`config.mk`:
```
export PLATFORM = sky130hd
export DESIGN_NAME = store_to_fetch_arbiter_flat
export DESIGN_NICKNAME = d
export VERILOG_FILES = /design/src/rtl/store_to_fetch_arbiter_pkg.sv /design/src/rtl/store_to_fetch_arbiter_if.sv /design/src/rtl/store_to_fetch_arbiter_rr_picker.sv /design/src/rtl/store_to_fetch_arbiter.sv /design/src/flat_wrapper.sv
export SDC_FILE = /design/constraint.sdc
export NUM_CORES = 1
export LEC_CHECK = 0
export BUFFER_PORTS_ARGS = -buffer_cell sky130_fd_sc_hd__buf_2
export CAP_MARGIN = 15
export CORE_MARGIN = 10
export CORE_UTILIZATION = 41
export DETAILED_ROUTE_END_ITERATION = 8
export PLACE_DENSITY_LB_ADDON = 0.25
export SLEW_MARGIN = 20
export SYNTH_ARGS = -nofsm -noshare
export SYNTH_HDL_FRONTEND = slang
export SYNTH_SLANG_ARGS = --single-unit
```
`constraint.sdc`:
```
create_clock -name clk -period 3.83 [get_ports clk]
set_clock_uncertainty 0.05 [all_clocks]
set_input_delay 0.383 -clock clk [delete_from_list [all_inputs] [get_ports clk]]
set_output_delay 0.383 -clock clk [all_outputs]
set_load 0.05 [all_outputs]
```
`src/rtl/store_to_fetch_arbiter_pkg.sv`:
```
// Shared CPU bus definitions for the store-to-fetch mailbox: sizing defaults,
// the packet type, mailbox state encoding and a small index helper.
package store_to_fetch_arbiter_pkg;

  localparam int NUM_REQ_DEF = 4;
  localparam int PKT_W_DEF   = 64;

  typedef logic [PKT_W_DEF-1:0] store_to_fetch_packet_t;

  typedef enum logic {
    ST_EMPTY = 1'b0,
    ST_FULL  = 1'b1
  } mailbox_state_t;

  // Next round-robin position after index idx among n requesters.
  function automatic int wrap_inc(input int idx, input int n);
    return (idx + 1 >= n) ? 0 : idx + 1;
  endfunction

endpackage

```
`src/rtl/store_to_fetch_arbiter_if.sv`:
```
// Store-side request bus plus fetch-side mailbox bus of the store-to-fetch arbiter.
// The slave modport is the arbiter's view; master is the requester/fetch view.
interface store_to_fetch_arbiter_if
  import store_to_fetch_arbiter_pkg::*;
#(
  parameter int NUM_REQ = NUM_REQ_DEF,
  parameter int PKT_W   = PKT_W_DEF
);

  logic [NUM_REQ-1:0]            req;
  logic [NUM_REQ-1:0][PKT_W-1:0] req_pkt;
  logic [NUM_REQ-1:0]            grant;
  logic                          flush;
  logic                          can_receive;
  logic [PKT_W-1:0]              data;
  logic                          recv;
  logic                          proto_err;

  modport master (
    output req, req_pkt, flush, recv,
    input  grant, can_receive, data, proto_err
  );

  modport slave (
    input  req, req_pkt, flush, recv,
    output grant, can_receive, data, proto_err
  );

endinterface

```
`src/rtl/store_to_fetch_arbiter_rr_picker.sv`:
```
// Round-robin picker: first asserted request at or after rr_ptr, wrapping
// modulo NUM_REQ; returns a one-hot grant and the winning index.
module rr_picker #(
  parameter int NUM_REQ = 4
) (
  input  logic [NUM_REQ-1:0]         req,
  input  logic [$clog2(NUM_REQ)-1:0] rr_ptr,
  output logic [NUM_REQ-1:0]         grant,
  output logic [$clog2(NUM_REQ)-1:0] index
);

  localparam int IDX_W = $clog2(NUM_REQ);

  int   pos;
  logic found;

  always_comb begin
    grant = '0;
    index = '0;
    found = 1'b0;
    pos   = 0;
    for (int k = 0; k < NUM_REQ; k++) begin
      pos = int'(rr_ptr) + k;
      if (pos >= NUM_REQ) pos = pos - NUM_REQ;
      if (!found && req[pos]) begin
        found      = 1'b1;
        grant[pos] = 1'b1;
        index      = IDX_W'(pos);
      end
    end
  end

endmodule

```
`src/rtl/store_to_fetch_arbiter.sv`:
```
// One-entry store-to-fetch mailbox with round-robin admission of store requesters.
// Define STORE_FETCH_ARB_PROTO_CHECK_EN to build the sticky protocol-error checker.
module store_to_fetch_arbiter
  import store_to_fetch_arbiter_pkg::*;
#(
  parameter int NUM_REQ = NUM_REQ_DEF,
  parameter int PKT_W   = PKT_W_DEF
) (
  input logic                    clk,
  input logic                    reset,
  store_to_fetch_arbiter_if.slave bus
);

  localparam int IDX_W = $clog2(NUM_REQ);

  mailbox_state_t     state_reg, state_next;
  logic [PKT_W-1:0]   data_reg, data_next;
  logic [IDX_W-1:0]   rr_ptr_reg, rr_ptr_next;
  logic [IDX_W-1:0]   pick_index;
  logic [NUM_REQ-1:0] pick_grant;
  logic [NUM_REQ-1:0] grant;
  logic               grant_en;

  rr_picker #(.NUM_REQ(NUM_REQ)) u_picker (
    .req    (bus.req),
    .rr_ptr (rr_ptr_reg),
    .grant  (pick_grant),
    .index  (pick_index)
  );

  // A slot opens when empty or when fetch drains it this same cycle.
  always_comb begin
    grant_en    = !reset && !bus.flush && (state_reg == ST_EMPTY || bus.recv);
    grant       = grant_en ? pick_grant : '0;
    state_next  = state_reg;
    data_next   = data_reg;
    rr_ptr_next = rr_ptr_reg;
    if (|grant) begin
      data_next   = bus.req_pkt[pick_index];
      rr_ptr_next = IDX_W'(wrap_inc(int'(pick_index), NUM_REQ));
    end
    if (bus.flush)     state_next = ST_EMPTY;
    else if (|grant)   state_next = ST_FULL;
    else if (bus.recv) state_next = ST_EMPTY;
  end

  always_ff @(posedge clk) begin
    if (reset) begin
      state_reg  <= ST_EMPTY;
      data_reg   <= '0;
      rr_ptr_reg <= '0;
    end else begin
      state_reg  <= state_next;
      data_reg   <= data_next;
      rr_ptr_reg <= rr_ptr_next;
    end
  end

  assign bus.grant       = grant;
  assign bus.can_receive = (state_reg == ST_FULL);
  assign bus.data        = data_reg;

`ifdef STORE_FETCH_ARB_PROTO_CHECK_EN
  logic               proto_err_reg;
  logic [NUM_REQ-1:0] waiting_reg;

  // A requester left waiting last cycle must still be requesting now.
  always_ff @(posedge clk) begin
    if (reset) begin
      proto_err_reg <= 1'b0;
      waiting_reg   <= '0;
    end else begin
      waiting_reg <= bus.req & ~grant;
      if ((bus.recv && state_reg == ST_EMPTY) || |(waiting_reg & ~bus.req))
        proto_err_reg <= 1'b1;
    end
  end

  assign bus.proto_err = proto_err_reg;
`else
  assign bus.proto_err = 1'b0;
`endif

endmodule
```
`src/flat_wrapper.sv`:
```
// flat-port wrapper written by rule: the top's interface ports become plain ports
module store_to_fetch_arbiter_flat import store_to_fetch_arbiter_pkg::*;
#(
  parameter int NUM_REQ = NUM_REQ_DEF,
  parameter int PKT_W   = PKT_W_DEF
)
  (clk, reset, bus_req, bus_req_pkt, bus_flush, bus_recv, bus_grant, bus_can_receive, bus_data, bus_proto_err);
  store_to_fetch_arbiter_if #(.NUM_REQ(NUM_REQ), .PKT_W(PKT_W)) bus_i ();
  input logic clk;
  input logic reset;
  input wire logic [$bits(bus_i.req)-1:0] bus_req;
  input wire logic [$bits(bus_i.req_pkt)-1:0] bus_req_pkt;
  input wire logic [$bits(bus_i.flush)-1:0] bus_flush;
  input wire logic [$bits(bus_i.recv)-1:0] bus_recv;
  output wire logic [$bits(bus_i.grant)-1:0] bus_grant;
  output wire logic [$bits(bus_i.can_receive)-1:0] bus_can_receive;
  output wire logic [$bits(bus_i.data)-1:0] bus_data;
  output wire logic [$bits(bus_i.proto_err)-1:0] bus_proto_err;
  assign bus_i.req = bus_req;
  assign bus_i.req_pkt = bus_req_pkt;
  assign bus_i.flush = bus_flush;
  assign bus_i.recv = bus_recv;
  assign bus_grant = bus_i.grant;
  assign bus_can_receive = bus_i.can_receive;
  assign bus_data = bus_i.data;
  assign bus_proto_err = bus_i.proto_err;
  store_to_fetch_arbiter #(.NUM_REQ(NUM_REQ), .PKT_W(PKT_W)) u_core (.clk(clk), .reset(reset), .bus(bus_i));
endmodule
```
# Yosys cells after proc, flatten, opt, wreduce, memory -nomap -nowiden

Index checks and enable logic that the tools add are counted.

Flip-flop bits (word level): 67
Input port bits: 264
Output and inout bits: 70
Word-level logic and storage cells: 88

Add/subtract/negate cells: 8
Magnitude comparators: 14
Muxes and demuxes: 41
Bitwise logic cells: 4
Reductions and logical operators: 18

Operators by type and width:

| cell                  | count |
|---|---|
| $bmux W64 S2          | 1 |
| $ge A32 B1 Y1 const B | 4 |
| $lt A32 B4 Y1 const B | 4 |
| $mux W32              | 4 |
| $mux W64              | 1 |
| $mux W4               | 5 |
| $mux W1               | 17 |
| $ge A3 B3 Y1 const B  | 4 |
| $or A4 B4 Y4          | 3 |
| $sub A3 B3 Y4 const B | 3 |
| $mux W2               | 5 |
| $logic_and A1 B1 Y1   | 9 |
| $bmux W1 S2           | 4 |
| $demux W1 S2          | 4 |
| $add A2 B1 Y3 const B | 2 |
| $add A2 B2 Y3 const B | 2 |
| $logic_not A1 Y1      | 5 |
| $reduce_or A4 Y1      | 1 |
| $sub A2 B3 Y4 const B | 1 |
| $ge A2 B3 Y1 const B  | 1 |
| $lt A2 B3 Y1 const B  | 1 |
| $reduce_bool A2 Y1    | 1 |
| $reduce_or A2 Y1      | 1 |
| $logic_or A1 B1 Y1    | 1 |
| $not A1 Y1            | 1 |

# Depth between registers and ports, before layout

Depth after elaboration: 18
Mapped depth: 13
Depth with buffers taken out: 8

# By module

From an unflattened synthesis, not the netlist that was laid out.

Cell total of the unflattened synthesis: 443
Area, all modules: 4,808.4 sq um

By module, submodules not included:

| module                 | times used | cells an instance | area an instance (sq um) | sequential area each (sq um) |
|---|---|---|---|---|
| store_to_fetch_arbiter | 1          | 394               | 4,351.7                  | 1,341.3 |
| rr_picker              | 1          | 49                | 456.7                    | 0.0 |

# Worst setup path before layout

Ideal clock, no wire load.

Path type: reg2out
Start point: register u_core.rr_ptr_reg[0]
End point: output bus_grant[2]
Arrival time: 2.949 ns
Data required time: 3.397 ns
Setup slack: 0.448 ns
Cell stages (with the launch flop): 11
Path buffers: 3
Cells stage by stage: dfxtp_1 -> buf_6 -> inv_1 -> ha_1 -> buf_6 -> or3b_1 -> a2111oi_0 -> or3_1 -> buf_2 -> nand2_1 -> a21oi_1

Longest elaborated chain between the ends: 16
Elaborated cells between the ends (all ways): 64
Those cells by class: add/sub (7); order compare (12); mux (32); bitwise (3); reduce/logical (10)

Ends and longest elaborated chain:

| element                                                | RTL line                               | RTL |
|---|---|---|
| from (decl)                                            | store_to_fetch_arbiter.sv:18           | `logic [IDX_W-1:0] rr_ptr_reg, rr_ptr_next;` |
| from (signal assigned)                                 | store_to_fetch_arbiter.sv:55           | `rr_ptr_reg <= rr_ptr_next;` |
| branches (longest 14 deep; another with $ge A32 B1 Y1) | -                                      |  |
| $mux W4 *                                              | store_to_fetch_arbiter_rr_picker.sv:25 | `if (!found && req[pos]) begin` |
| $mux W4 *                                              | store_to_fetch_arbiter.sv:34           | `grant = grant_en ? pick_grant : '0;` |
| to (decl)                                              | flat_wrapper.sv:15                     | `output wire logic [$bits(bus_i.grant)-1:0] bus_grant;` |

Every way passes the cells marked *. The select of a mux whose other input is x is not followed.

# Worst setup path after layout

Start point: register u_core.rr_ptr_reg[1]
End point: output bus_grant[3]

The elaborated chain is that of the path after synthesis.

==> metrics <==
post-CTS resize count=0; average instance area after synthesis=7.17 um^2; die span in x=174 um; Synth Register Bits=67; full die area=30400 um^2; static leakage=4.49 nW; Worst setup EP type=output port; most frequent standard cell in the layout excluding fill and tap cells=sky130_fd_sc_hd__buf_2; Yosys warnings=0; Pwr per Cell Area=752 nW/um^2; number of nets with antenna violations after routing=0; critical path, cell by cell=inv_1, ha_1, mux4_2, nand3b_1, a2bb2oi_1, a21oi_1, nor2_1, buf_2; Sequential Power Share=15.1%; layout overhead on the synthesized area=19.7%; most frequently used flop master after synthesis=sky130_fd_sc_hd__dfxtp_1; number of buffer and inverter stages on the critical path=2; total routing usage reported by global routing=25.0%; clock latency on the worst-skew pair=0.34 ns; headroom to the max-slew limit=27.7%; initial DRC count=1176; count of standard-cell rows=56; max FFs per register=64; number of instances in the synthesized netlist=1362; crit path setup slack, layout=0.160 ns; Crit path required time=3.40 ns; standard cell with the maximum stage delay on the critical path=sky130_fd_sc_hd__mux4_2; worst stage delay on the critical path=0.63 ns; final WL=40.8 mm; pin count of the biggest net entering global routing=127; share of synthesized flip-flops with an asynchronous set or reset=0%; number of buffers inserted by post-CTS setup repair=0; area used by sequential logic in the layout=1350 um^2; Starting Density=41.6%; CP delay by family, top=multiplexers; via-per-instance ratio=6.65; CTS buffer count=9; number of global-route vias before repair=11700; most used cells in the layout excluding fill and tap cells=332 x sky130_fd_sc_hd__buf_2, 134 x sky130_fd_sc_hd__nand2_1, 132 x sky130_fd_sc_hd__nand3b_1, 127 x sky130_fd_sc_hd__nand3_1, 126 x sky130_fd_sc_hd__nand4_1; count of buffers inserted at the top-level ports=332; hold violation total from the final report=0; share of the clock period used by the worst path=95.8%; post-placement worst setup slack=0.455 ns; Root Driver=sky130_fd_sc_hd__clkbuf_16; multi-input gate area in the final layout=7580 um^2; Sw Share=58.5%; Post-Synthesis Net Count=1631; Longest Clk Path Bufs=2; Combinational Power Share=73.4%; Cell variety after synth=53; number of setup violations in the final report=0; number of antenna violations at the first check in global routing=11; clock network fraction of total power=11.5%; actual transition at the worst max-transition pin=1.08 ns; post-layout min period=3.67 ns; core area=23500 um^2; sequential element share of the synthesized area=13.7%; number of optimization iterations in the first detailed-route pass=9; IR Drop Worst-Case VDD=0.000744 V; Total Neg Setup Slack=0 ns; internal cell power=3.65 mW; global route overflow=0; result of the run=finished clean; final HPWL from detailed placement=27.6 mm; unrepaired setup endpoints after global routing=no; net switching power=5.15 mW; number of maximum-capacitance constraint violations=0; fraction of final layout cells with drive strength greater than 1=27.6%; GP Congestion=0.871; total via count after detailed routing=12500; H-tree level count=3; average wire length per cell after detail routing=21.7 um; layout net count=1816; Post-CTS Hold Fix Bufs=0; I/O pin cnt=334; Worst Path Arrival=3.24 ns; TritonCTS clock tree=built; number of synthesized flops with an enable pin=0; clock transition at the registers of the reported paths=0.07 ns; global-route wire length before repair=64.1 mm; clock sinks=67; startpoint-to-endpoint class of the critical path=register to output port; Setup crit start kind=register; fmax=0.272 GHz; pins over their slew limit=0; Post-route DRC=0; number of fill cells in the layout=2367; overall die height=174 um; class of the tightest hold or removal check=input pin to register; Syn Std Cell Area=9770 um^2; biggest fanout along the worst timing path=10
==> cell usage after synthesis, types with 19 or more instances <==
cell type | number | area share [%]
sky130_fd_sc_hd__a21oi_1 | 75 | 3.8
sky130_fd_sc_hd__nand3b_1 | 132 | 10
sky130_fd_sc_hd__clkbuf_1 | 89 | 3.4
sky130_fd_sc_hd__a211oi_1 | 63 | 4.8
sky130_fd_sc_hd__o211ai_2 | 29 | 3.7
sky130_fd_sc_hd__o211ai_1 | 98 | 7.5
sky130_fd_sc_hd__a41oi_1 | 63 | 5.6
sky130_fd_sc_hd__and3_1 | 67 | 4.3
sky130_fd_sc_hd__buf_2 | 61 | 3.1
sky130_fd_sc_hd__nand2_1 | 135 | 5.2
sky130_fd_sc_hd__mux2i_1 | 66 | 6.8
sky130_fd_sc_hd__buf_1 | 19 | 0.73
sky130_fd_sc_hd__nand4_1 | 126 | 8.1
sky130_fd_sc_hd__o31ai_1 | 63 | 4.8
sky130_fd_sc_hd__dfxtp_1 | 67 | 14
sky130_fd_sc_hd__nand3_1 | 127 | 6.5
==> worst reg2reg max path: cells and delay by family, from the launching register on <==
kind | cells | cell delay, ns
compound gates | 3 | 0.67
fa+ha+maj | 1 | 0.44
buf+inv | 2 | 0.83
flops | 1 | 0.55
mux | 1 | 0.47
simple gates | 2 | 0.33
==> through the flow <==
step | cell area, um^2 | instances | power (mW) | util [%] | hold WS (ns)
3_3_place_gp | 11300 | 1855 | 7.65 | 48.3 | 0.438
5_1_grt | 11700 | 1874 | 9.36 | 49.8 | 0.162
2_1_floorplan | 9770 | 1362 | 6.25 | - | 0.402
6_report | 11700 | 1881 | 8.80 | 49.8 | 0.155
3_5_place_dp | 11300 | 1855 | 7.75 | 48.3 | 0.450
4_1_cts | 11700 | 1871 | 8.77 | 49.7 | 0.143
==> power by group through the flow <==
stage | Sequential, mW | Clock [mW] | Combinational (mW)
floorplan | 2.45 | 0 | 3.81
global placement | 1.33 | 0 | 6.32
detailed placement | 1.34 | 0 | 6.41
CTS | 1.32 | 1.03 | 6.42
global route | 1.38 | 1.05 | 6.94
finish | 1.33 | 1.01 | 6.46
==> routing by layer <==
layer	part of all wire, %	vias to the layer above	wire, um	GRT usage, %
met3	9.2	70	3750	6.09
met2	46	655	18900	40.3
met4	2.3	8	924	7.37
met1	42	5977	17100	32.2
li1	-	5807	-	-
met5	0.13	-	55	0
==> cell type report <==
cell class | instances | share of cell area (%)
multi-input cells | 1104 | 64.8
flip-flops and latches | 67 | 11.5
clock buffers | 11 | 2.07
clock inverters | 5 | 0.856
repair buffers | 362 | 17.0
diodes | 10 | 0.214
inverters | 3 | 0.107
well taps | 319 | 3.41
==> path summary, 6_finish.rpt <==
kind                         from                endpoint  slack (ns)  depth (start not counted)
max          u_core.rr_ptr_reg[1]            bus_grant[3]        0.16                          8
min                     bus_flush  u_core.bus.can_receive        0.16                          2
max reg2reg  u_core.rr_ptr_reg[1]     u_core.bus.data[10]        0.39                          9
min reg2reg   u_core.bus.data[63]     u_core.bus.data[63]        0.46                          2
==> kinds of logic after synthesis <==
kind of cell             synth area share (%)
flip-flops                               13.7
AO/OA/AOI/OAI                            32.7
adder cells (fa/ha/maj)                 0.640
buffers and inverters                    9.15
AND/OR/NAND/NOR                          35.6
multiplexers                             8.10
other                                  0.0384
XOR/XNOR                               0.0896
Power figures use the tool's default switching activity.
